===== src/rtl/mac_pkg.sv =====
// Shared constants and state encoding for the Ethernet receive MAC.
package mac_pkg;

    localparam logic [7:0]  PREAMBLE_BYTE = 8'h55;
    localparam logic [7:0]  SFD           = 8'hD5;
    localparam logic [31:0] CRC_POLY      = 32'hEDB8_8320;
    localparam logic [31:0] CRC_INIT      = 32'hFFFF_FFFF;
    localparam logic [31:0] CRC_RESIDUE   = 32'hDEBB_20E3;
    localparam logic [47:0] BCAST_MAC     = 48'hFFFF_FFFF_FFFF;
    localparam int          HDR_LEN       = 14;
    localparam int          FCS_LEN       = 4;

    typedef enum logic [2:0] {
        WAIT_IDLE,
        IDLE,
        PREAMBLE,
        HEADER,
        PAYLOAD,
        DROP
    } rx_state_e;

endpackage


===== src/rtl/crc32_d8.sv =====
// Byte-wide next-state logic for the reflected IEEE 802.3 CRC-32.
module crc32_d8
    import mac_pkg::*;
(
    input  logic [31:0] crc_i,
    input  logic [7:0]  data_i,
    output logic [31:0] crc_o
);

    logic [31:0] c;

    always_comb begin
        c = crc_i ^ {24'h0, data_i};
        for (int i = 0; i < 8; i++) begin
            c = c[0] ? ((c >> 1) ^ CRC_POLY) : (c >> 1);
        end
        crc_o = c;
    end

endmodule


===== src/rtl/mac_rx.sv =====
// Receive MAC: strips preamble/SFD, filters on destination, forwards payload
// and hides the FCS behind a 5-byte pipe so the last byte carries the CRC verdict.
//
// state     | meaning
// WAIT_IDLE | out of reset, wait for a gap before trusting rx_dv
// IDLE      | between frames, expecting the first preamble byte
// PREAMBLE  | inside preamble, waiting for SFD
// HEADER    | collecting destination, source and EtherType
// PAYLOAD   | streaming payload through the FCS-hiding pipe
// DROP      | discarding the rest of the frame until rx_dv falls
module mac_rx
    import mac_pkg::*;
#(
    parameter logic [47:0] LOCAL_MAC = 48'h000A_3501_FEC0,
    parameter bit          PROMISC   = 1'b0,
    parameter int          MAX_BYTES = 1504
) (
    input  logic        clk,
    input  logic        rst,
    input  logic        rx_dv,
    input  logic        rx_er,
    input  logic [7:0]  rxd,
    output logic        out_valid,
    output logic [7:0]  out_data,
    output logic        out_first,
    output logic        out_last,
    output logic        out_ok,
    output logic        frame_err,
    output logic [47:0] src_mac,
    output logic [15:0] eth_type
);

    localparam logic [10:0] MAX_CNT   = 11'(MAX_BYTES);
    localparam logic [10:0] HDR_LAST  = 11'(HDR_LEN - 1);
    localparam logic [2:0]  PIPE_FULL = 3'(FCS_LEN + 1);

    rx_state_e   state_q;
    logic [10:0] cnt_q;
    logic [31:0] crc_q;
    logic [31:0] crc_nxt;
    logic [39:0] pipe_q;
    logic [2:0]  fill_q;
    logic [47:0] dst_q;
    logic [47:0] src_q;
    logic [15:0] type_q;
    logic        first_done_q;
    logic        accept;
    logic        abort;

    crc32_d8 u_crc (
        .crc_i  (crc_q),
        .data_i (rxd),
        .crc_o  (crc_nxt)
    );

    assign accept = PROMISC || (dst_q == LOCAL_MAC) || (dst_q == BCAST_MAC);

    // Errors only abort while a frame is being parsed; the counter check
    // catches the byte that would push the post-header length past MAX_BYTES.
    assign abort = rx_dv && (((state_q == HEADER) && rx_er) ||
                             ((state_q == PAYLOAD) && (rx_er || (cnt_q >= MAX_CNT))));

    always_ff @(posedge clk or negedge rst) begin
        if (!rst) begin
            state_q      <= WAIT_IDLE;
            cnt_q        <= '0;
            crc_q        <= CRC_INIT;
            pipe_q       <= '0;
            fill_q       <= '0;
            dst_q        <= '0;
            src_q        <= '0;
            type_q       <= '0;
            first_done_q <= 1'b0;
            out_valid    <= 1'b0;
            out_data     <= '0;
            out_first    <= 1'b0;
            out_last     <= 1'b0;
            out_ok       <= 1'b0;
            frame_err    <= 1'b0;
            src_mac      <= '0;
            eth_type     <= '0;
        end else begin
            out_valid <= 1'b0;
            out_first <= 1'b0;
            out_last  <= 1'b0;
            out_ok    <= 1'b0;
            frame_err <= 1'b0;

            if (abort) begin
                state_q   <= DROP;
                frame_err <= 1'b1;
                fill_q    <= '0;
                pipe_q    <= '0;
                if (first_done_q) begin
                    out_valid <= 1'b1;
                    out_last  <= 1'b1;
                    out_data  <= 8'h00;
                end
            end else begin
                case (state_q)
                    WAIT_IDLE: begin
                        if (!rx_dv) state_q <= IDLE;
                    end
                    IDLE: begin
                        if (rx_dv) begin
                            if (rxd == PREAMBLE_BYTE) begin
                                state_q <= PREAMBLE;
                            end else begin
                                state_q   <= DROP;
                                frame_err <= 1'b1;
                            end
                        end
                    end
                    PREAMBLE: begin
                        if (!rx_dv) begin
                            state_q   <= IDLE;
                            frame_err <= 1'b1;
                        end else if (rxd == SFD) begin
                            state_q      <= HEADER;
                            crc_q        <= CRC_INIT;
                            cnt_q        <= '0;
                            first_done_q <= 1'b0;
                        end else if (rxd != PREAMBLE_BYTE) begin
                            state_q   <= DROP;
                            frame_err <= 1'b1;
                        end
                    end
                    HEADER: begin
                        if (!rx_dv) begin
                            state_q   <= IDLE;
                            frame_err <= 1'b1;
                        end else begin
                            crc_q <= crc_nxt;
                            if (cnt_q < 11'd6)       dst_q  <= {dst_q[39:0], rxd};
                            else if (cnt_q < 11'd12) src_q  <= {src_q[39:0], rxd};
                            else                     type_q <= {type_q[7:0], rxd};
                            if (cnt_q == HDR_LAST) begin
                                cnt_q  <= '0;
                                fill_q <= '0;
                                if (accept) begin
                                    state_q  <= PAYLOAD;
                                    src_mac  <= src_q;
                                    eth_type <= {type_q[7:0], rxd};
                                end else begin
                                    state_q <= DROP;
                                end
                            end else begin
                                cnt_q <= cnt_q + 11'd1;
                            end
                        end
                    end
                    PAYLOAD: begin
                        if (!rx_dv) begin
                            // The four youngest bytes are the FCS; the oldest is the last payload byte.
                            if (fill_q == PIPE_FULL) begin
                                out_valid <= 1'b1;
                                out_first <= !first_done_q;
                                out_last  <= 1'b1;
                                out_ok    <= (crc_q == CRC_RESIDUE);
                                out_data  <= pipe_q[39:32];
                            end else begin
                                frame_err <= 1'b1;
                            end
                            fill_q  <= '0;
                            pipe_q  <= '0;
                            state_q <= IDLE;
                        end else begin
                            crc_q  <= crc_nxt;
                            pipe_q <= {pipe_q[31:0], rxd};
                            if (cnt_q != 11'h7FF) cnt_q <= cnt_q + 11'd1;
                            if (fill_q == PIPE_FULL) begin
                                out_valid    <= 1'b1;
                                out_first    <= !first_done_q;
                                out_data     <= pipe_q[39:32];
                                first_done_q <= 1'b1;
                            end else begin
                                fill_q <= fill_q + 3'd1;
                            end
                        end
                    end
                    DROP: begin
                        if (!rx_dv) state_q <= IDLE;
                    end
                    default: state_q <= WAIT_IDLE;
                endcase
            end
        end
    end

endmodule

===== config.mk =====
export PLATFORM = sky130hd
export DESIGN_NAME = mac_rx
export DESIGN_NICKNAME = d
export VERILOG_FILES = /design/src/rtl/mac_pkg.sv /design/src/rtl/crc32_d8.sv /design/src/rtl/mac_rx.sv
export SDC_FILE = /design/constraint.sdc
export NUM_CORES = 1
export LEC_CHECK = 0
export ABC_CLOCK_PERIOD_IN_PS = 5150
export CAP_MARGIN = 25
export CORE_MARGIN = 2
export CORE_UTILIZATION = 45
export CTS_CLUSTER_SIZE = 24
export DETAILED_ROUTE_END_ITERATION = 7
export PLACE_DENSITY = 0.69
export SLEW_MARGIN = 20
export SYNTH_ARGS = -nofsm -noshare
export SYNTH_HDL_FRONTEND = slang
export SYNTH_SLANG_ARGS = --single-unit

===== constraint.sdc =====
create_clock -name clk -period 5.15 [get_ports clk]
set_input_delay 0.7725 -clock clk [delete_from_list [all_inputs] [get_ports clk]]
set_output_delay 0.7725 -clock clk [all_outputs]
set_load 0.03 [all_outputs]

# Word-level counts from Yosys, hierarchy flattened

Index checks and enable logic that the tools add are counted.

Register bits: 271
Input bits: 12
Output and inout port bits: 77
Word-level logic and storage cells: 161

Add/sub/neg operators: 2
Order comparisons: 3
Equality and inequality tests: 29
Muxes and demuxes: 72
Bitwise logic cells: 12
Reduce and logical (&&, ||, !) cells: 26

Operator list:

| operator                                                                      | number |
|---|---|
| 32-bit 2-to-1 mux                                                             | 11 |
| 40-bit 2-to-1 mux                                                             | 3 |
| 13-bit inverter with 14-bit output                                            | 8 |
| 11-bit 2-to-1 mux                                                             | 6 |
| 32-bit one-hot mux with 2 select lines                                        | 1 |
| 48-bit by 36-bit == test with 1-bit output, second input constant             | 1 |
| 48-bit == test, second input constant                                         | 1 |
| 3-bit 2-to-1 mux                                                              | 14 |
| 11-bit one-hot mux with 3 select lines                                        | 1 |
| 32-bit == test, second input constant                                         | 1 |
| 8-bit 2-to-1 mux                                                              | 4 |
| 32-bit by 8-bit bitwise XOR with 32-bit output                                | 1 |
| 1-bit 2-to-1 mux                                                              | 28 |
| 5-bit AND reduction                                                           | 4 |
| 3-bit one-hot mux with 4 select lines                                         | 1 |
| 4-bit AND reduction                                                           | 3 |
| 11-bit by 1-bit adder with 11-bit output, second input constant               | 1 |
| 11-bit by 4-bit == test with 1-bit output, second input constant              | 1 |
| 11-bit >= comparator, second input constant                                   | 1 |
| 11-bit by 3-bit less-than comparator with 1-bit output, second input constant | 1 |
| 11-bit by 4-bit less-than comparator with 1-bit output, second input constant | 1 |
| 11-bit != test, second input constant                                         | 1 |
| 2-bit != test, second input constant                                          | 5 |
| 3-bit == test, second input constant                                          | 3 |
| other kinds (27)                                                              | 42 |

# Logic depth before layout (Yosys ltp)

Depth in word-level cells: 19
Depth in mapped cells: 10
Depth with buffers taken out: 8

# Hierarchy

Synthesis repeated with hierarchy kept, for this count alone.

Cell total of the unflattened synthesis: 888
Area total of the unflattened synthesis: 12109.1 sq um

Modules (own cells, without submodules):

| module   | times used | cells each | area each (sq um) | sequential area each (sq um) |
|---|---|---|---|---|
| mac_rx   | 1          | 821        | 11184.5           | 6821.5 |
| crc32_d8 | 1          | 67         | 924.6             | 0.0 |

# Worst setup path before layout

Ideal clock, no wire load.

Path kind: input -> register
Start: in rxd[7]
End: reg crc_q[19]
Library setup time: 96 ps
Arrival time: 2100 ps
Data required time: 5054 ps
Slack: 2954 ps
Stages: 7
Buffers on the path: 1
Cell sequence: buf_2 xnor2_2 xnor2_2 xnor2_2 xnor2_1 xnor2_1 a31oi_1

Cells in the longest elaborated chain, start to end: 12
Elaborated cells on any way between the ends: 15
Classes of those cells: eq/ne: 2; mux: 10; bitwise: 2; reduce/logical: 1

Ends and longest elaborated chain:

| item                                           | RTL line                     | text |
|---|---|---|
| start: declaration                             | mac_rx.sv:22                 | `input logic [7:0] rxd,` |
| 32-bit by 8-bit bitwise XOR with 32-bit output | crc32_d8.sv:13               | `c = crc_i ^ {24'h0, data_i};` |
| 32-bit 2-to-1 mux                              | crc32_d8.sv:15               | `c = c[0] ? ((c >> 1) ^ CRC_POLY) : (c >> 1);` |
| 13-bit inverter with 14-bit output (no line)   | -                            |  |
| 32-bit 2-to-1 mux (7 in a row)                 | crc32_d8.sv:15               |  |
| 32-bit 2-to-1 mux                              | mac_rx.sv:129, mac_rx.sv:153 |  |
| 32-bit one-hot mux with 2 select lines         | mac_rx.sv:100                | `case (state_q)` |
| end signal: assignment                         | mac_rx.sv:133                | `crc_q <= crc_nxt;` |
| end signal: assignment                         | mac_rx.sv:168                | `crc_q <= crc_nxt;` |
| end: declaration                               | mac_rx.sv:39                 | `logic [31:0] crc_q;` |

Parallel ways exist; a longest one is shown, timed or not. The select of a mux whose other input is x is not followed.
A chain may end at the register's enable or synchronous reset.

# Worst setup path in the final report

Start: in rx_dv
End: reg src_q[44]

Cells in the longest elaborated chain, start to end: 3

Ends and longest elaborated chain:

| item                              | RTL line      | text |
|---|---|---|
| start: declaration                | mac_rx.sv:20  | `input logic rx_dv,` |
| 1-bit logical AND                 | mac_rx.sv:60  | `assign abort = rx_dv && (((state_q == HEADER) && rx_er) \|\|` |
| 1-bit inverter (no line)          | -             |  |
| 5-bit AND reduction (no line) (*) | -             |  |
| end signal: assignment            | mac_rx.sv:135 | `else if (cnt_q < 11'd12) src_q <= {src_q[39:0], rxd};` |
| end: declaration                  | mac_rx.sv:44  | `logic [47:0] src_q;` |

Mark *: on every way between the ends. The rest lies on a longest branch, timed or not.

==> results_dict.tcl <==
set metrics [dict create \
    max_freq_mhz 321.2 \
    h-tree-depth 1 \
    drt_iter0_markers 518 \
    synth_edf_count 0 \
    coreArea_sq_um 25910 \
    finalClockSkew_ns 0.007235 \
    peakVddDrop_v 0.0002884 \
    finalSetupViolCount 0 \
    critPathTopFamily "buffers and inverters" \
    row_count 59 \
    grt_pass1_wl_microns 39090 \
    n_antenna_cell 0 \
    syn_inst 846 \
    firstDrtPassIters 5 \
    ff2ff_setup_slack_ns 2.06 \
    worst_r2r_endpoint "crc_q[6]$_DFFE_PN1P_" \
    synth_area_sq_um 11780 \
    final_nets 950 \
    finalCritPeriodShare_pct 60.46 \
    max_cap_violations 0 \
    io_buffers 88 \
    fp.dieH_microns 165.8 \
    cts_max_path_buffers 3 \
    yosysSeqAreaShare_pct 57.90 \
    relSlewSlack_pct 34.69 \
    min_period_ns 3.114 \
    ant_nets 0 \
    synth_seq_cells 271 \
    place_congestion 0.8814 \
    die_area_sq_um 27490 \
    viasPerCell 5.445 \
    yosysWarnings 0 \
    cp.arrival_ns 3.52 \
    critical_path.cell_chain "clkdlybuf4s50_1, nor3b_2, nand3_2, buf_4, mux2_1" \
    wl_microns 23290 \
    tns_ns 0 \
    layout-drive-gt1-share_pct 25.34 \
    ys_types 58 \
    final_cell_mix "dfrtp_1, clkdlybuf4s50_1, mux2_2" \
    routed-wl-met2_microns 10340 \
    wl_met1_microns 11190 \
    routed.top_layer "met5" \
    antenna_found_initial 1 \
    power_leakage_nw 6.631 \
    numCtsBuffers 27 \
    initial_core_util_pct 45.47 \
    io-pin-count 89 \
    fillers 2109 \
    crit_end "src_q[44]$_DFFE_PN0P_" \
    power_density_nw_per_um2 439.7 \
    worst_hold_slack_ns 0.2992 \
    path_max_fanout 33 \
    syn2layout_area_growth_pct 18.04 \
    grt_max_degree 115 \
    cts_resized 0 \
    grt_usage_pct 17.09 \
    crit_path_start "rx_dv" \
    worstPathRequired_ns 5.56 \
    cts_hold_buf 0 \
    clock_sinks 271 \
    rsz0062_at_grt "no" \
    drc 0 \
    slowest_delay_ns 0.75 \
    grt_pass1_vias 7188 \
    maxSlewViolCount 0 \
    timing.rr.start "state_q[2]$_DFFE_PN0P_" \
    tritoncts "built" \
    cp.depth 5 \
    dieWidth_microns 165.8 \
    syn_nets 863 \
    routedWlPerCell_microns 18.11 \
    hold_path_class "in -> async" \
    setup.worst_path.class "in -> reg" \
    clk_latency_ns 0.53 \
    outcome "finished clean" \
    dr_total_vias 7002 \
    overflow 0 \
    start_kind "primary input" \
    post-route-util_pct 53.68 \
    ys.flop_type "dfrtp_1" \
    crit_path_end_kind "flop" \
    final_common_cell "dfrtp_1" \
    wl_met3_microns 1175 \
    hold_violations 0 \
    async_flop_share_pct 100.0 \
    synth_area_per_cell_sq_um 13.93 \
    slowest_stage "nand3_2" \
    crit_buf_inv 2 \
    r2r_cells 7 \
    detailed_place_hpwl_microns 15250 \
    clockRootBuffer "clkbuf_16" \
    worst-slew-pin-transition_ns 0.9760 \
    clkTransAtPathRegs_ns 0.06 \
    post_cts_buffers 0 \
]
[metrics by stage]
stage | power [mW] | cells | area [sq um] | setup WS [ns]
global route | 6.439 | 1286 | 13910 | 1.769
floorplan | 3.777 | 846 | 11780 | 2.954
finish | 6.115 | 1286 | 13910 | 2.036
global placement | 4.102 | 1238 | 12970 | 1.452
CTS | 6.173 | 1286 | 13910 | 2.027
detailed placement | 4.116 | 1239 | 12990 | 1.491
[kinds of logic after synthesis]
family	share of synthesized area [%]
muxes	18.05
DFF	57.90
adders and majority gates	0.5310
and+or+nand+nor	7.083
AOI/OAI and AO/OA	7.869
buffers and inverters	2.347
xor gates and xnor gates	6.223
[sequential cells by signal, summed over array words and instances, names as in the netlist]
signal        count
dst_q            48
src_mac          48
src_q            48
pipe_q           40
crc_q            32
eth_type         16
cnt_q            11
out_data          8
type_q            8
fill_q            3
state_q           3
first_done_q      1
frame_err         1
out_first         1
out_last          1
out_ok            1
out_valid         1
[where the power goes]
part | switching, mW | internal (mW) | leakage (nW)
Sequential | 0.189 | 2.38 | 3.65
Combinational | 0.830 | 0.693 | 2.53
Clock | 0.802 | 1.22 | 0.448
Total | 1.82 | 4.29 | 6.63
[cell usage after synthesis (2+ instances only)]
master	number	area (sq um)
dfrtp_1	239	5981
mux2_2	68	765.7
mux2_4	60	900.9
a22o_1	47	411.6
mux2_1	40	450.4
nor2_1	40	150.1
xnor2_1	39	341.6
dfstp_2	32	840.8
xor2_1	28	245.2
nand2_1	27	101.4
a31oi_1	21	131.4
nand4_1	19	118.9
a2bb2oi_1	14	122.6
buf_2	14	70.07
a21oi_1	12	60.06
clkbuf_1	12	45.04
nand3_1	12	60.06
nor4_1	12	75.07
xnor2_2	9	146.4
inv_1	8	30.03
o21ai_1	8	40.04
buf_6	7	78.83
nor3_1	7	35.03
buf_1	6	22.52
o21ai_0	6	30.03
ha_1	5	62.56
nand4b_1	5	43.79
buf_4	4	30.03
and2_1	3	18.77
and3_1	3	18.77
nand2b_1	3	18.77
o31ai_1	3	22.52
or4_1	3	22.52
a21oi_2	2	17.52
nand3b_1	2	15.01
nor2_2	2	12.51
nor4b_1	2	17.52
o221ai_1	2	17.52
[worst min-delay path by stage]
stage | start | endpoint | slack, ns | cells past startpoint
after floorplan | crc_q[24]$_DFFE_PN1P_ | crc_q[24]$_DFFE_PN1P_ | 0.45 | 2
after global placement | crc_q[24]$_DFFE_PN1P_ | crc_q[24]$_DFFE_PN1P_ | 0.46 | 2
after detailed placement | crc_q[24]$_DFFE_PN1P_ | crc_q[24]$_DFFE_PN1P_ | 0.48 | 2
after CTS | rst | pipe_q[12]$_DFFE_PN0P_ | 0.34 | 1
after global routing | rst | out_data[4]$_DFFE_PN0P_ | 0.37 | 1
final | rst | pipe_q[36]$_DFFE_PN0P_ | 0.30 | 1
[layout make-up]
class	instances	area, sq um	share of cell area, %
Clock buffer	36	749.5	5.389
Clock inverter	11	165.2	1.187
Inverter	8	30.03	0.2159
Multi-Input combinational cell	524	4702	33.81
Sequential cell	271	6822	49.05
Tap cell	335	419.2	3.014
Timing Repair Buffer	101	1021	7.341
[worst reg2reg max path, stage by stage, from the launching register on]
cell and delay, ns:
dfrtp_1 0.53, or3b_1 0.39, nand2_1 0.51, a21oi_1 0.44, and2_1 0.64, buf_12 0.28, nor2_1 0.07, a31oi_1 0.16
[layer usage]
metal	track usage [%]	vias up
li1	-	3254
met1	25.47	3520
met2	25.98	189
met3	2.693	37
met4	5.142	2
met5	0	-
No activity file was read; power rests on OpenSTA's default activity.
